[src/rtl/lsu_stage_if.sv]
// Handshake and data-SRAM bundle between EX, the load/store stage and MEM.
// master = the side driving EX/MEM controls (upstream pipeline), slave = lsu_stage.
interface lsu_stage_if;
    logic         es_to_ls_valid;
    logic [105:0] es_to_ls_bus;
    logic         ls_allowin;
    logic         ms_allowin;
    logic         ls_to_ms_valid;
    logic [75:0]  ls_to_ms_bus;
    logic         data_sram_en;
    logic [3:0]   data_sram_wen;
    logic [31:0]  data_sram_addr;
    logic [31:0]  data_sram_wdata;
    logic         flush;
    logic         ls_ex;
    logic [31:0]  ls_badvaddr;

    modport master (
        output es_to_ls_valid, es_to_ls_bus, ms_allowin, flush,
        input  ls_allowin, ls_to_ms_valid, ls_to_ms_bus, data_sram_en,
               data_sram_wen, data_sram_addr, data_sram_wdata, ls_ex, ls_badvaddr
    );

    modport slave (
        input  es_to_ls_valid, es_to_ls_bus, ms_allowin, flush,
        output ls_allowin, ls_to_ms_valid, ls_to_ms_bus, data_sram_en,
               data_sram_wen, data_sram_addr, data_sram_wdata, ls_ex, ls_badvaddr
    );
endinterface

[src/rtl/lsu_stage.sv]
// Load/store pipeline stage: holds one EX instruction and issues its data-SRAM request at handoff.
// Optional LSU_ALIGN_CHECK_EN raises an address error on misaligned halfword/word accesses.
module lsu_stage (
    input  logic        clk,
    input  logic        resetn,
    lsu_stage_if.slave  lsu
);

    logic         ls_valid;
    logic [105:0] ls_bus;
    logic         ls_allowin;

    logic [3:0]   mem_op;
    logic         gr_we;
    logic [4:0]   dest;
    logic [31:0]  addr;
    logic [31:0]  st_data;
    logic [31:0]  pc;

    logic         is_load;
    logic         is_store;
    logic         is_half;
    logic         is_word;
    logic         ls_ex;
    logic [1:0]   eff_off;
    logic [3:0]   wen;
    logic [31:0]  wdata;

    assign {mem_op, gr_we, dest, addr, st_data, pc} = ls_bus;

    assign ls_allowin = !ls_valid || lsu.ms_allowin;

    // flush wins over a simultaneous accept; the bus register still follows the accept rule
    always_ff @(posedge clk or negedge resetn) begin
        if (!resetn) begin
            ls_valid <= 1'b0;
            ls_bus   <= '0;
        end else begin
            if (lsu.flush)
                ls_valid <= 1'b0;
            else if (ls_allowin)
                ls_valid <= lsu.es_to_ls_valid;
            if (lsu.es_to_ls_valid && ls_allowin)
                ls_bus <= lsu.es_to_ls_bus;
        end
    end

    always_comb begin
        is_load  = 1'b0;
        is_store = 1'b0;
        is_half  = 1'b0;
        is_word  = 1'b0;
        case (mem_op)
            4'd1, 4'd2: is_load = 1'b1;
            4'd3, 4'd4: begin is_load = 1'b1; is_half = 1'b1; end
            4'd5:       begin is_load = 1'b1; is_word = 1'b1; end
            4'd8:       is_store = 1'b1;
            4'd9:       begin is_store = 1'b1; is_half = 1'b1; end
            4'd10:      begin is_store = 1'b1; is_word = 1'b1; end
            default:    ;
        endcase
    end

`ifdef LSU_ALIGN_CHECK_EN
    logic misaligned;
    assign misaligned = (is_half && addr[0]) || (is_word && (addr[1:0] != 2'b00));
    assign ls_ex      = ls_valid && misaligned;
    assign eff_off    = addr[1:0];
`else
    // without the check, misaligned accesses silently round down to their natural boundary
    assign ls_ex   = 1'b0;
    assign eff_off = is_word ? 2'b00 : (is_half ? {addr[1], 1'b0} : addr[1:0]);
`endif

    always_comb begin
        wen   = 4'b0000;
        wdata = '0;
        case (mem_op)
            4'd8: begin
                wen   = 4'b0001 << eff_off;
                wdata = {4{st_data[7:0]}};
            end
            4'd9: begin
                wen   = 4'b0011 << eff_off;
                wdata = {2{st_data[15:0]}};
            end
            4'd10: begin
                wen   = 4'b1111;
                wdata = st_data;
            end
            default: ;
        endcase
    end

    assign lsu.ls_allowin      = ls_allowin;
    assign lsu.ls_to_ms_valid  = ls_valid && !lsu.flush;
    assign lsu.data_sram_en    = ls_valid && (is_load || is_store) && lsu.ms_allowin
                                 && !lsu.flush && !ls_ex;
    assign lsu.data_sram_wen   = wen;
    assign lsu.data_sram_addr  = {addr[31:2], 2'b00};
    assign lsu.data_sram_wdata = wdata;
    assign lsu.ls_ex           = ls_ex;
    assign lsu.ls_badvaddr     = ls_ex ? addr : 32'd0;
    assign lsu.ls_to_ms_bus    = {(is_load ? mem_op[2:0] : 3'd0), eff_off, is_load,
                                  gr_we && !ls_ex, dest, addr, pc};

endmodule

[src/flat_wrapper.sv]
// flat-port wrapper written by rule: the top's interface ports become plain ports
module lsu_stage_flat 
  (clk, resetn, lsu_es_to_ls_valid, lsu_es_to_ls_bus, lsu_ms_allowin, lsu_flush, lsu_ls_allowin, lsu_ls_to_ms_valid, lsu_ls_to_ms_bus, lsu_data_sram_en, lsu_data_sram_wen, lsu_data_sram_addr, lsu_data_sram_wdata, lsu_ls_ex, lsu_ls_badvaddr);
  lsu_stage_if lsu_i ();
  input  logic clk;
  input  logic resetn;
  input wire logic [$bits(lsu_i.es_to_ls_valid)-1:0] lsu_es_to_ls_valid;
  input wire logic [$bits(lsu_i.es_to_ls_bus)-1:0] lsu_es_to_ls_bus;
  input wire logic [$bits(lsu_i.ms_allowin)-1:0] lsu_ms_allowin;
  input wire logic [$bits(lsu_i.flush)-1:0] lsu_flush;
  output wire logic [$bits(lsu_i.ls_allowin)-1:0] lsu_ls_allowin;
  output wire logic [$bits(lsu_i.ls_to_ms_valid)-1:0] lsu_ls_to_ms_valid;
  output wire logic [$bits(lsu_i.ls_to_ms_bus)-1:0] lsu_ls_to_ms_bus;
  output wire logic [$bits(lsu_i.data_sram_en)-1:0] lsu_data_sram_en;
  output wire logic [$bits(lsu_i.data_sram_wen)-1:0] lsu_data_sram_wen;
  output wire logic [$bits(lsu_i.data_sram_addr)-1:0] lsu_data_sram_addr;
  output wire logic [$bits(lsu_i.data_sram_wdata)-1:0] lsu_data_sram_wdata;
  output wire logic [$bits(lsu_i.ls_ex)-1:0] lsu_ls_ex;
  output wire logic [$bits(lsu_i.ls_badvaddr)-1:0] lsu_ls_badvaddr;
  assign lsu_i.es_to_ls_valid = lsu_es_to_ls_valid;
  assign lsu_i.es_to_ls_bus = lsu_es_to_ls_bus;
  assign lsu_i.ms_allowin = lsu_ms_allowin;
  assign lsu_i.flush = lsu_flush;
  assign lsu_ls_allowin = lsu_i.ls_allowin;
  assign lsu_ls_to_ms_valid = lsu_i.ls_to_ms_valid;
  assign lsu_ls_to_ms_bus = lsu_i.ls_to_ms_bus;
  assign lsu_data_sram_en = lsu_i.data_sram_en;
  assign lsu_data_sram_wen = lsu_i.data_sram_wen;
  assign lsu_data_sram_addr = lsu_i.data_sram_addr;
  assign lsu_data_sram_wdata = lsu_i.data_sram_wdata;
  assign lsu_ls_ex = lsu_i.ls_ex;
  assign lsu_ls_badvaddr = lsu_i.ls_badvaddr;
  lsu_stage u_core (.clk(clk), .resetn(resetn), .lsu(lsu_i));
endmodule
[config.mk]
export PLATFORM = sky130hd
export DESIGN_NAME = lsu_stage_flat
export DESIGN_NICKNAME = d
export VERILOG_FILES = /design/src/rtl/lsu_stage_if.sv /design/src/rtl/lsu_stage.sv /design/src/flat_wrapper.sv
export SDC_FILE = /design/constraint.sdc
export NUM_CORES = 1
export LEC_CHECK = 0
export CAP_MARGIN = 0
export CORE_MARGIN = 1
export CORE_UTILIZATION = 37
export CTS_CLUSTER_DIAMETER = 40
export DETAILED_ROUTE_END_ITERATION = 8
export PLACE_DENSITY = 0.82
export RECOVER_POWER = 100
export SETUP_SLACK_MARGIN = 0.5
export SYNTH_ARGS = -nofsm -noshare
export SYNTH_HDL_FRONTEND = slang
export SYNTH_SLANG_ARGS = --single-unit
[constraint.sdc]
create_clock -name clk -period 1.15 [get_ports clk]
set_input_delay 0.1725 -clock clk [delete_from_list [all_inputs] [get_ports clk]]
set_output_delay 0.1725 -clock clk [all_outputs]
set_load 0.02 [all_outputs]
# Word level (Yosys, flattened, before mapping)
# Cells that the tools add are included.
word_totals:
  ff_bits: 107
  inputBits: 111
  elab_cells: 37
  output_inout_bits: 180
op_classes:
  eq_ne: 8
  n_mux: 11
  reduce_logical: 14
  shifts: 2
ops:
  columns: ["operator", "count"]
  rows:
  - ["32-bit case mux with 3 select lines", 1]
  - ["4-bit == test (second input constant)", 3]
  - ["4-bit case mux with 3 select lines", 1]
  - ["4-bit by 2-bit == test with 1-bit output (second input constant)", 2]
  - ["4-bit by 3-bit == test with 1-bit output (second input constant)", 2]
  - ["1-bit 2-to-1 mux", 7]
  - ["3-bit OR reduction", 2]
  - ["1-bit logical AND", 5]
  - ["5-bit OR reduction", 1]
  - ["4-bit by 1-bit == test with 1-bit output (second input constant)", 1]
  - ["1-bit by 2-bit << shifter with 4-bit output (first input constant)", 1]
  - ["2-bit by 2-bit << shifter with 4-bit output (first input constant)", 1]
  - ["3-bit 2-to-1 mux", 1]
  - ["1-bit logical NOT", 2]
  - ["1-bit logical OR", 2]
  - ["2-bit 2-to-1 mux", 1]
  - ["2-bit nonzero test", 1]
  - ["2-bit OR reduction", 1]

# Logic depth before layout (Yosys ltp)
# Gate-level depths: netlist of run 1.
depth:
  ltp_word: 7
  mapped_depth: 6
  depth_no_buf: 3

# Worst setup path after synthesis of run 1
# Ideal clock, no wire load.
synth_path:
  path_kind: "register -> output"
  startpoint: "register u_core.ls_bus[103]"
  endpoint: "output lsu_ls_to_ms_bus[72]"
  path_stages_with_launch: 4
  setup_slack_ps: -544
  path_buffers: 1
  t_arrival_ps: 1521
  required_ps: 978
  cell_sequence: "dfrtp_1 > buf_2 > nor3b_1 > a221oi_1"
synth_between:
  elab_chain_cells: 4
  word_cells_on_any_way: 5
  cone_classes: "eq/ne (2); mux (2); reduce/logical (1)"
synth_lines:
  columns: ["item", "line_no", "rtl"]
  rows:
  - ["from (decl)", "lsu_stage.sv:10", "logic [105:0] ls_bus;"]
  - ["from (signal assigned)", "lsu_stage.sv:44", "ls_bus <= lsu.es_to_ls_bus;"]
  - ["4-bit by 3-bit == test with 1-bit output / 4-bit == test (equally long branches)", "lsu_stage.sv:53", "case (mem_op)"]
  - ["2-bit OR reduction (no line) *", null, null]
  - ["1-bit 2-to-1 mux *", "lsu_stage.sv:53", null]
  - ["2-bit 2-to-1 mux *", "lsu_stage.sv:72", "assign eff_off = is_word ? 2'b00 : (is_half ? {addr[1], 1'b0} : addr[1:0]);"]
  - ["to (decl)", "flat_wrapper.sv:13", "output wire logic [$bits(lsu_i.ls_to_ms_bus)-1:0] lsu_ls_to_ms_bus;"]
# Every way passes the cells marked *; elsewhere a longest branch is shown, timed or not.

# Worst setup path after layout of run 1
layout_path:
  startpoint: "register u_core.ls_bus[102]"
  endpoint: "output lsu_data_sram_wdata[29]"
layout_between:
  elab_chain_cells: 2
  word_cells_on_any_way: 4
  cone_classes: "eq/ne (3); mux (1)"
layout_lines:
  columns: ["item", "line_no", "rtl"]
  rows:
  - ["4-bit == test", "lsu_stage.sv:78", "case (mem_op)"]
  - ["32-bit case mux with 3 select lines *", "lsu_stage.sv:78", null]
  - ["to (decl)", "flat_wrapper.sv:17", "output wire logic [$bits(lsu_i.data_sram_wdata)-1:0] lsu_data_sram_wdata;"]
# Marks and branches as above.

==> implementation parameters, run 1 <==
Parameter                              Value

Yosys
  Main combinational cell family by area after synthesis    multiplexers
  Commonest cells post-synth    sky130_fd_sc_hd__buf_4 (136), sky130_fd_sc_hd__dfrtp_1 (107), sky130_fd_sc_hd__mux2_2 (66), sky130_fd_sc_hd__mux2_4 (40), sky130_fd_sc_hd__a21oi_1 (28)
  Cell accounting for the most synthesized area    sky130_fd_sc_hd__dfrtp_1
  Compound-Gate Fraction of Synth Area    3.379%
  Synth warn    0
  Synth async-reset ratio    between 90% and 100%
  Ys flop type    sky130_fd_sc_hd__dfrtp_1
  Synthesized-area fraction occupied by xor and xnor cells    0.1497%
  Post-Synthesis Mean Instance Area    about 12 um2
  Synth area leaders    sky130_fd_sc_hd__dfrtp_1 (46%), sky130_fd_sc_hd__buf_4 (17%), sky130_fd_sc_hd__mux2_2 (13%), sky130_fd_sc_hd__mux2_4 (10%), sky130_fd_sc_hd__a21oi_1 (2.4%)
  Share of synthesized cell area in full adder, half adder and majority cells    0%
  Number of cells produced by synthesis    485
  Number of enable flip-flop cells after synthesis    0
  Cell area after synthesis    5851 um2
  Fraction of synthesized cell area taken by the top area cell type    45.77%
  Netlist cell types    28
  Mux share of post-synthesis cell area    24.34%
  Flip-flop and latch count after synthesis    107
  Fraction of the mapped netlist area in simple logic gates    5.967%
  Most frequent cell after synthesis    sky130_fd_sc_hd__buf_4
  Fraction of the yosys area taken by sequential cells    45.77%

Floorplan
  Die Y    between 100 and 150 um
  Std-Cell Rows    45
  Standard cell core area    15310 um2
  DIE WIDTH    between 100 and 150 um
  Starting Density    between 30% and 40%
  Die area    16320 um2
  Number of top-level pins    291

Setup path
  FF-to-FF Start    u_core.ls_valid$_DFFE_PN0P_
  Worst EP required    0.98 ns
  CP endpoint kind    output pin
  Data arrival at the endpoint of the critical path    1.67 ns
  Largest fanout of any net on the critical path    9
  Element type at the critical path start    flop
  Minimum setup slack among reg-to-reg paths    -0.37 ns
  Critical register-to-register path endpoint    u_core.ls_bus[7]$_DFFE_PN0P_
  Depth of the worst register-to-register path    7
  Category of the critical setup timing path    reg2out

Timing
  Tightest slew margin relative to the limit    35.04%
  Final critical path time including I/O delays and setup    around 1.8 ns
  Layout Skew    0.004893 ns
  WHS    -0.04520 ns
  Unrepaired setup endpoints after global routing    yes
  Setup ws final    -0.6966 ns
  Achievable frequency    ~540 MHz
  Final count of hold timing violations    13
  Post-route fraction of the period consumed by the critical path    160.6%
  Max-slew violation total from the final report    0
  Setup-violating endpoint count in the final report    154
  Slew at the pin closest to its max-slew limit    0.9744 ns

Final layout
  Fin nets    864
  Layout Area Growth over Synthesis    68.82%
  Design Area, Final    9877 um2
  Core Util, Final    64.49%
  Count of fill cells added during filler insertion    1154
  Antenna fix cells    0
  Share of final-layout standard cells stronger than drive strength 1    between 60 and 70%

Hold path
  Worst hold path type    in2async

Clock network
  CTS tree    done
  Root buf cell    sky130_fd_sc_hd__clkbuf_16
  Number of levels the H-tree was split into    3
  Clock slew at the register clock pins of the worst setup and hold paths    roughly 0.07 ns
  Buffers from clock root to sink, at most    2
  Number of buffers created by CTS    9
  Clk Latency, worst-skew pair    ~0.34 ns
  Number of clock sinks seen by CTS    107

Pwr
  Worst IR Drop VDD    0.9267 mV
  Power per cell area    ~1400 nW/um2
  Leakage power    4.734 nW

Global route
  Number of antenna violations at the first check in global routing    0
  Total global routing track utilization    20.03%
  Largest net degree at the start of global routing    46
  Sum of overflow across all layers after global routing    0
  Via count of the first global-routing pass    around 4600
  First-pass GRT wire length    about 25000 um

Routing
  Iteration-0 DRC count of the detailed router    around 140
  Post-route DRC    0
  First drt pass iteration count    4
  Antenna-violating nets left    0
  Detailed-route wire length    ~17000 um
  Routed wire length per instance    17.27 um
  Vias    4340
  Detailed-route vias per instance    4.479

Flow run
  Max cap viols    0

Placement
  # port buffers    255
  GP Congestion    0.8362
  Post-place instance area    8906 um2
  HPWL after detailed placement    11050 um

Run status
  Violated checks    hold timing, setup timing
  Run status    complete, but fails checks
## layout make-up
cell class | instances | area [um2] | area share (%)
Timing Repair Buffer | 383 | 3605 | 36.50
Clock buffer | 12 | 256.5 | 2.597
Inverter | 2 | 7.507 | 0.07601
Sequential cell | 107 | 2684 | 27.17
Multi-Input combinational cell | 250 | 2988 | 30.25
Tap cell | 211 | 264.0 | 2.673
Clock inverter | 4 | 72.57 | 0.7347
## placed cells by master, fill, tap and decap left out, drive strengths merged, types with 2 or more instances in the layout
master         instances
nand2b                 3
and2                   9
mux2                 106
buf                  209
bufinv                 2
nor2b                 13
or2                    8
clkbuf                77
clkdlybuf4s50        109
a21oi                 29
conb                  35
a211oi                 2
mux2i                  8
o21a                   2
nor3b                  3
nand2                 17
inv                    2
nor2                  11
dfrtp                107
## logic make-up after synthesis
family	Yosys count
muxes	114
DFF	107
other	1
xor gates and xnor gates	1
AOI/OAI and AO/OA	35
buffers and inverters	162
and+or+nand+nor	65
## what timing repair did
action,in CTS,in global routing
endpoints found under the hold margin,28,13
setup endpoints to repair,252,252
pin swaps,20,11
resized for setup,881,72
buffers inserted,42,22
gates cloned,8,0
## worst max-delay path by stage
stage	startpoint	to
6_report	u_core.ls_bus[102]$_DFFE_PN0P_	lsu_data_sram_wdata[29]
5_1_grt	u_core.ls_bus[102]$_DFFE_PN0P_	lsu_data_sram_wdata[29]
4_1_cts	u_core.ls_bus[102]$_DFFE_PN0P_	lsu_data_sram_wdata[26]
3_5_place_dp	u_core.ls_bus[102]$_DFFE_PN0P_	lsu_data_sram_en
3_3_place_gp	u_core.ls_bus[102]$_DFFE_PN0P_	lsu_data_sram_wdata[10]
2_1_floorplan	u_core.ls_bus[102]$_DFFE_PN0P_	lsu_data_sram_wdata[12]
## per-layer routing
layer,vias to the layer above,wire length [um],track usage [%]
met1,2165,6686,23.72
met5,-,0,0
met3,29,904,4.048
met4,0,421,7.958
met2,165,8719,35.49
li1,1981,-,-
## state kept, by name, summed over array words and instances (netlist names)
name             flops
u_core.ls_valid      1
u_core.ls_bus      106
## worst max-delay path: stages, from the launching register on
cell                      delay (ns)
sky130_fd_sc_hd__dfrtp_2        0.45
sky130_fd_sc_hd__buf_12         0.17
sky130_fd_sc_hd__mux2i_1        0.13
sky130_fd_sc_hd__or2_4          0.28
sky130_fd_sc_hd__a21oi_4        0.16
sky130_fd_sc_hd__buf_6          0.13
## stage by stage
step	setup WS, ns	std cells	hold slack [ns]	power, mW	setup TNS [ns]
2_1_floorplan	-0.2228	519	-0.1231	8.492	-18.92
3_3_place_gp	-0.7926	881	0.06048	9.489	-82.27
3_5_place_dp	-0.7995	881	0.06792	9.580	-85.75
4_1_cts	-0.6924	947	-0.3124	13.72	-58.40
5_1_grt	-0.7330	969	0.03377	13.99	-68.54
6_report	-0.6966	969	-0.04520	13.43	-60.13
## power breakdown
part	internal [mW]	switching (mW)
registers	4.24	0.391
logic	2.91	2.47
clock network	2.03	1.39
No activity file was read; power rests on OpenSTA's default activity.
==> run 2, diff against run 1 <==
--- a/config.mk
+++ b/config.mk
@@ -10,7 +10,7 @@
 export CORE_UTILIZATION = 37
 export CTS_CLUSTER_DIAMETER = 40
 export DETAILED_ROUTE_END_ITERATION = 8
-export PLACE_DENSITY = 0.82
+export PLACE_DENSITY = 0.78
 export RECOVER_POWER = 100
 export SETUP_SLACK_MARGIN = 0.5
 export SYNTH_ARGS = -nofsm -noshare
==> implementation parameters, run 2 (synthesis results as in run 1) <==
Parameter                              Value

Pwr
  Seq pwr share    35.7% (+1.2 points)
  Leakage power    4.613 nW (-2.5%)
  Comb pwr share    39.8% (-0.3 points)
  Total net switching power    4.195 mW (-1.5%)
  Power per cell area    1343 nW/um2 (-1.2%)
  Switching power share of the total    32.37% (+0.67 points)
  Internal Pwr Total    8.764 mW (-4.5%)
  Clock share of power    24.5% (-1.0 points)
  Worst IR Drop VDD    0.6588 mV (-29%)

Setup path
  Critical Path Sink    lsu_data_sram_wdata[9]
  Largest stage delay, worst path    0.45 ns (about the same)
  CP Launch Point    u_core.ls_bus[102]$_DFFE_PN0P_
  FF-to-FF Start    u_core.ls_valid$_DFFE_PN0P_
  Depth of the worst register-to-register path    7 (unchanged)
  Chain of cells forming the critical path    buf_12, mux2i_2, or2_4, a21oi_4, buf_6
  Critical register-to-register path endpoint    u_core.ls_bus[18]$_DFFE_PN0P_
  Category of the critical setup timing path    reg2out
  Standard cell with the maximum stage delay on the critical path    sky130_fd_sc_hd__dfrtp_2
  CP endpoint kind    output pin
  Critical path depth    5 (unchanged)
  Crit-path leading delay family    flip-flops
  Sum of buffers and inverters on the critical path    2 (unchanged)
  Element type at the critical path start    flop
  Largest fanout of any net on the critical path    9 (unchanged)
  Worst EP required    0.98 ns (about the same)
  Minimum setup slack among reg-to-reg paths    -0.48 ns (-0.11 ns)
  Data arrival at the endpoint of the critical path    1.65 ns (-0.02 ns)

Timing
  Achievable frequency    549.9 MHz (+1.5%)
  Final count of hold timing violations    14 (+1)
  Slew at the pin closest to its max-slew limit    0.9682 ns (-0.006157 ns)
  Tightest slew margin relative to the limit    35.45% (+0.41 points)
  Post-route fraction of the period consumed by the critical path    158.1% (-2.4 points)
  Setup ws final    -0.6685 ns (+0.02812 ns)
  Setup-violating endpoint count in the final report    154 (unchanged)
  Max-slew violation total from the final report    0 (unchanged)
  Layout Skew    0.008141 ns (+0.003248 ns)
  WHS    -0.04393 ns (+0.001271 ns)
  Unrepaired setup endpoints after global routing    yes
  Final critical path time including I/O delays and setup    1.818 ns (-0.02812 ns)

Routing
  Routed wire length per instance    16.45 um (-4.7%)
  First drt pass iteration count    4 (unchanged)
  Vias    4167 (-4.0%)
  Antenna-violating nets left    0 (unchanged)
  Post-route DRC    0 (unchanged)
  Detailed-route wire length    15750 um (-5.9%)
  Iteration-0 DRC count of the detailed router    138 (-2.1%)
  Detailed-route vias per instance    4.354 (-2.8%)

Run status
  Violated checks    hold timing, setup timing
  Run status    complete, but fails checks

Clock network
  Clk Latency, worst-skew pair    0.35 ns (about the same)
  CTS tree    done
  Root buf cell    sky130_fd_sc_hd__clkbuf_16
  Number of buffers created by CTS    9 (unchanged)
  Number of levels the H-tree was split into    3 (unchanged)
  Clock slew at the register clock pins of the worst setup and hold paths    0.07 ns (about the same)
  Number of clock sinks seen by CTS    107 (unchanged)
  Buffers from clock root to sink, at most    2 (unchanged)

Floorplan
  Die area    16320 um2 (unchanged)
  Number of top-level pins    291 (unchanged)
  Std-Cell Rows    45 (unchanged)
  DIE WIDTH    127.7 um (unchanged)
  Starting Density    38.20% (unchanged)
  Die Y    127.7 um (unchanged)
  Standard cell core area    15310 um2 (unchanged)

Placement
  HPWL after detailed placement    10750 um (-2.7%)
  Post-place instance area    8911 um2 (about the same)
  # port buffers    255 (unchanged)
  GP Congestion    0.8294 (-0.81%)

Global route
  Sum of overflow across all layers after global routing    0 (unchanged)
  First-pass GRT wire length    23670 um (-5.7%)
  Total global routing track utilization    18.82% (-1.2 points)
  Via count of the first global-routing pass    4393 (-4.4%)
  Number of antenna violations at the first check in global routing    1 (+1)
  Largest net degree at the start of global routing    50 (+8.7%)

Final layout
  Most common cell after layout, fill and taps aside    sky130_fd_sc_hd__clkdlybuf4s50_1
  Largest registers ranked by flip-flop count    u_core.ls_bus x106, u_core.ls_valid x1
  Most frequent cells in the layout    sky130_fd_sc_hd__clkdlybuf4s50_1 (108), sky130_fd_sc_hd__mux2_4 (104), sky130_fd_sc_hd__dfrtp_1 (104)
  Layout Area Growth over Synthesis    64.88%
  Fin nets    851 (-1.5%)
  Design Area, Final    9647 um2 (-2.3%)
  Flip-flop count of the largest register, all copies and words added    106 (unchanged)
  Biggest register    u_core.ls_bus
  Core Util, Final    62.99% (-1.5 points)
  Share of final-layout standard cells stronger than drive strength 1    62.01% (-2.1 points)

Flow run
  Max cap viols    0 (unchanged)

Hold path
  Worst hold path type    in2async
-- run 2: worst min-delay path by stage --
| stage | startpoint | end | slack [ns] | depth (start not counted) |
|---|---|---|---|---|
| 3_3_place_gp | resetn | u_core.ls_bus[81]$_DFFE_PN0P_ | 0.06 | 1 |
| 2_1_floorplan | resetn | u_core.ls_bus[0]$_DFFE_PN0P_ | -0.12 | 0 |
| 5_1_grt | resetn | u_core.ls_bus[81]$_DFFE_PN0P_ | 0.03 | 1 |
| 6_report | resetn | u_core.ls_bus[81]$_DFFE_PN0P_ | -0.04 | 1 |
| 4_1_cts | resetn | u_core.ls_bus[81]$_DFFE_PN0P_ | -0.31 | 1 |
| 3_5_place_dp | resetn | u_core.ls_bus[81]$_DFFE_PN0P_ | 0.07 | 1 |
-- run 2: repair_timing --
action	CTS	global route
pin swaps	9	5
endpoints found under the hold margin	47	14
cloned	9	0
resized for setup	857	62
setup endpoints to repair	252	252
setup buffers	32	19
-- run 2: power by group through the flow --
| stage | clock network, mW | registers (mW) | logic, mW |
|---|---|---|---|
| after floorplan | 0 | 4.66 | 3.83 |
| after global placement | 0 | 4.67 | 4.83 |
| after detailed placement | 0 | 4.68 | 4.90 |
| after CTS | 3.25 | 4.68 | 5.34 |
| after global routing | 3.41 | 4.68 | 5.42 |
| final | 3.17 | 4.63 | 5.16 |
-- run 2: final cells by class --
cell class                      instances  area [um2]
Clock buffer                           11       242.7
Tap cell                              211       264.0
Inverter                                2       7.507
Antenna cell                            1       2.502
Timing Repair Buffer                  368        3402
Clock inverter                          5       62.56
Fill cell                            1221        5668
Multi-Input combinational cell        252        2984
Sequential cell                       107        2681
-- run 2: through the flow --
stage               setup WS, ns  power, mW  std cells  TNS (ns)  hold WS (ns)
global route             -0.7305      13.51        957    -68.86       0.02890
detailed placement       -0.7867      9.573        880    -87.08       0.06639
global placement         -0.7824      9.492        880    -83.91       0.06011
finish                   -0.6685      12.96        957    -61.08      -0.04393
floorplan                -0.2228      8.492        519    -18.92       -0.1231
CTS                      -0.6747      13.27        937    -59.18       -0.3091
-- run 2: metal layers --
layer	global-route usage (%)	vias to the layer above	wire, um
met4	7.266	0	315
met1	23.34	2032	6659
met2	32.54	163	8005
met3	3.381	22	764
met5	0	-	0
li1	-	1950	-
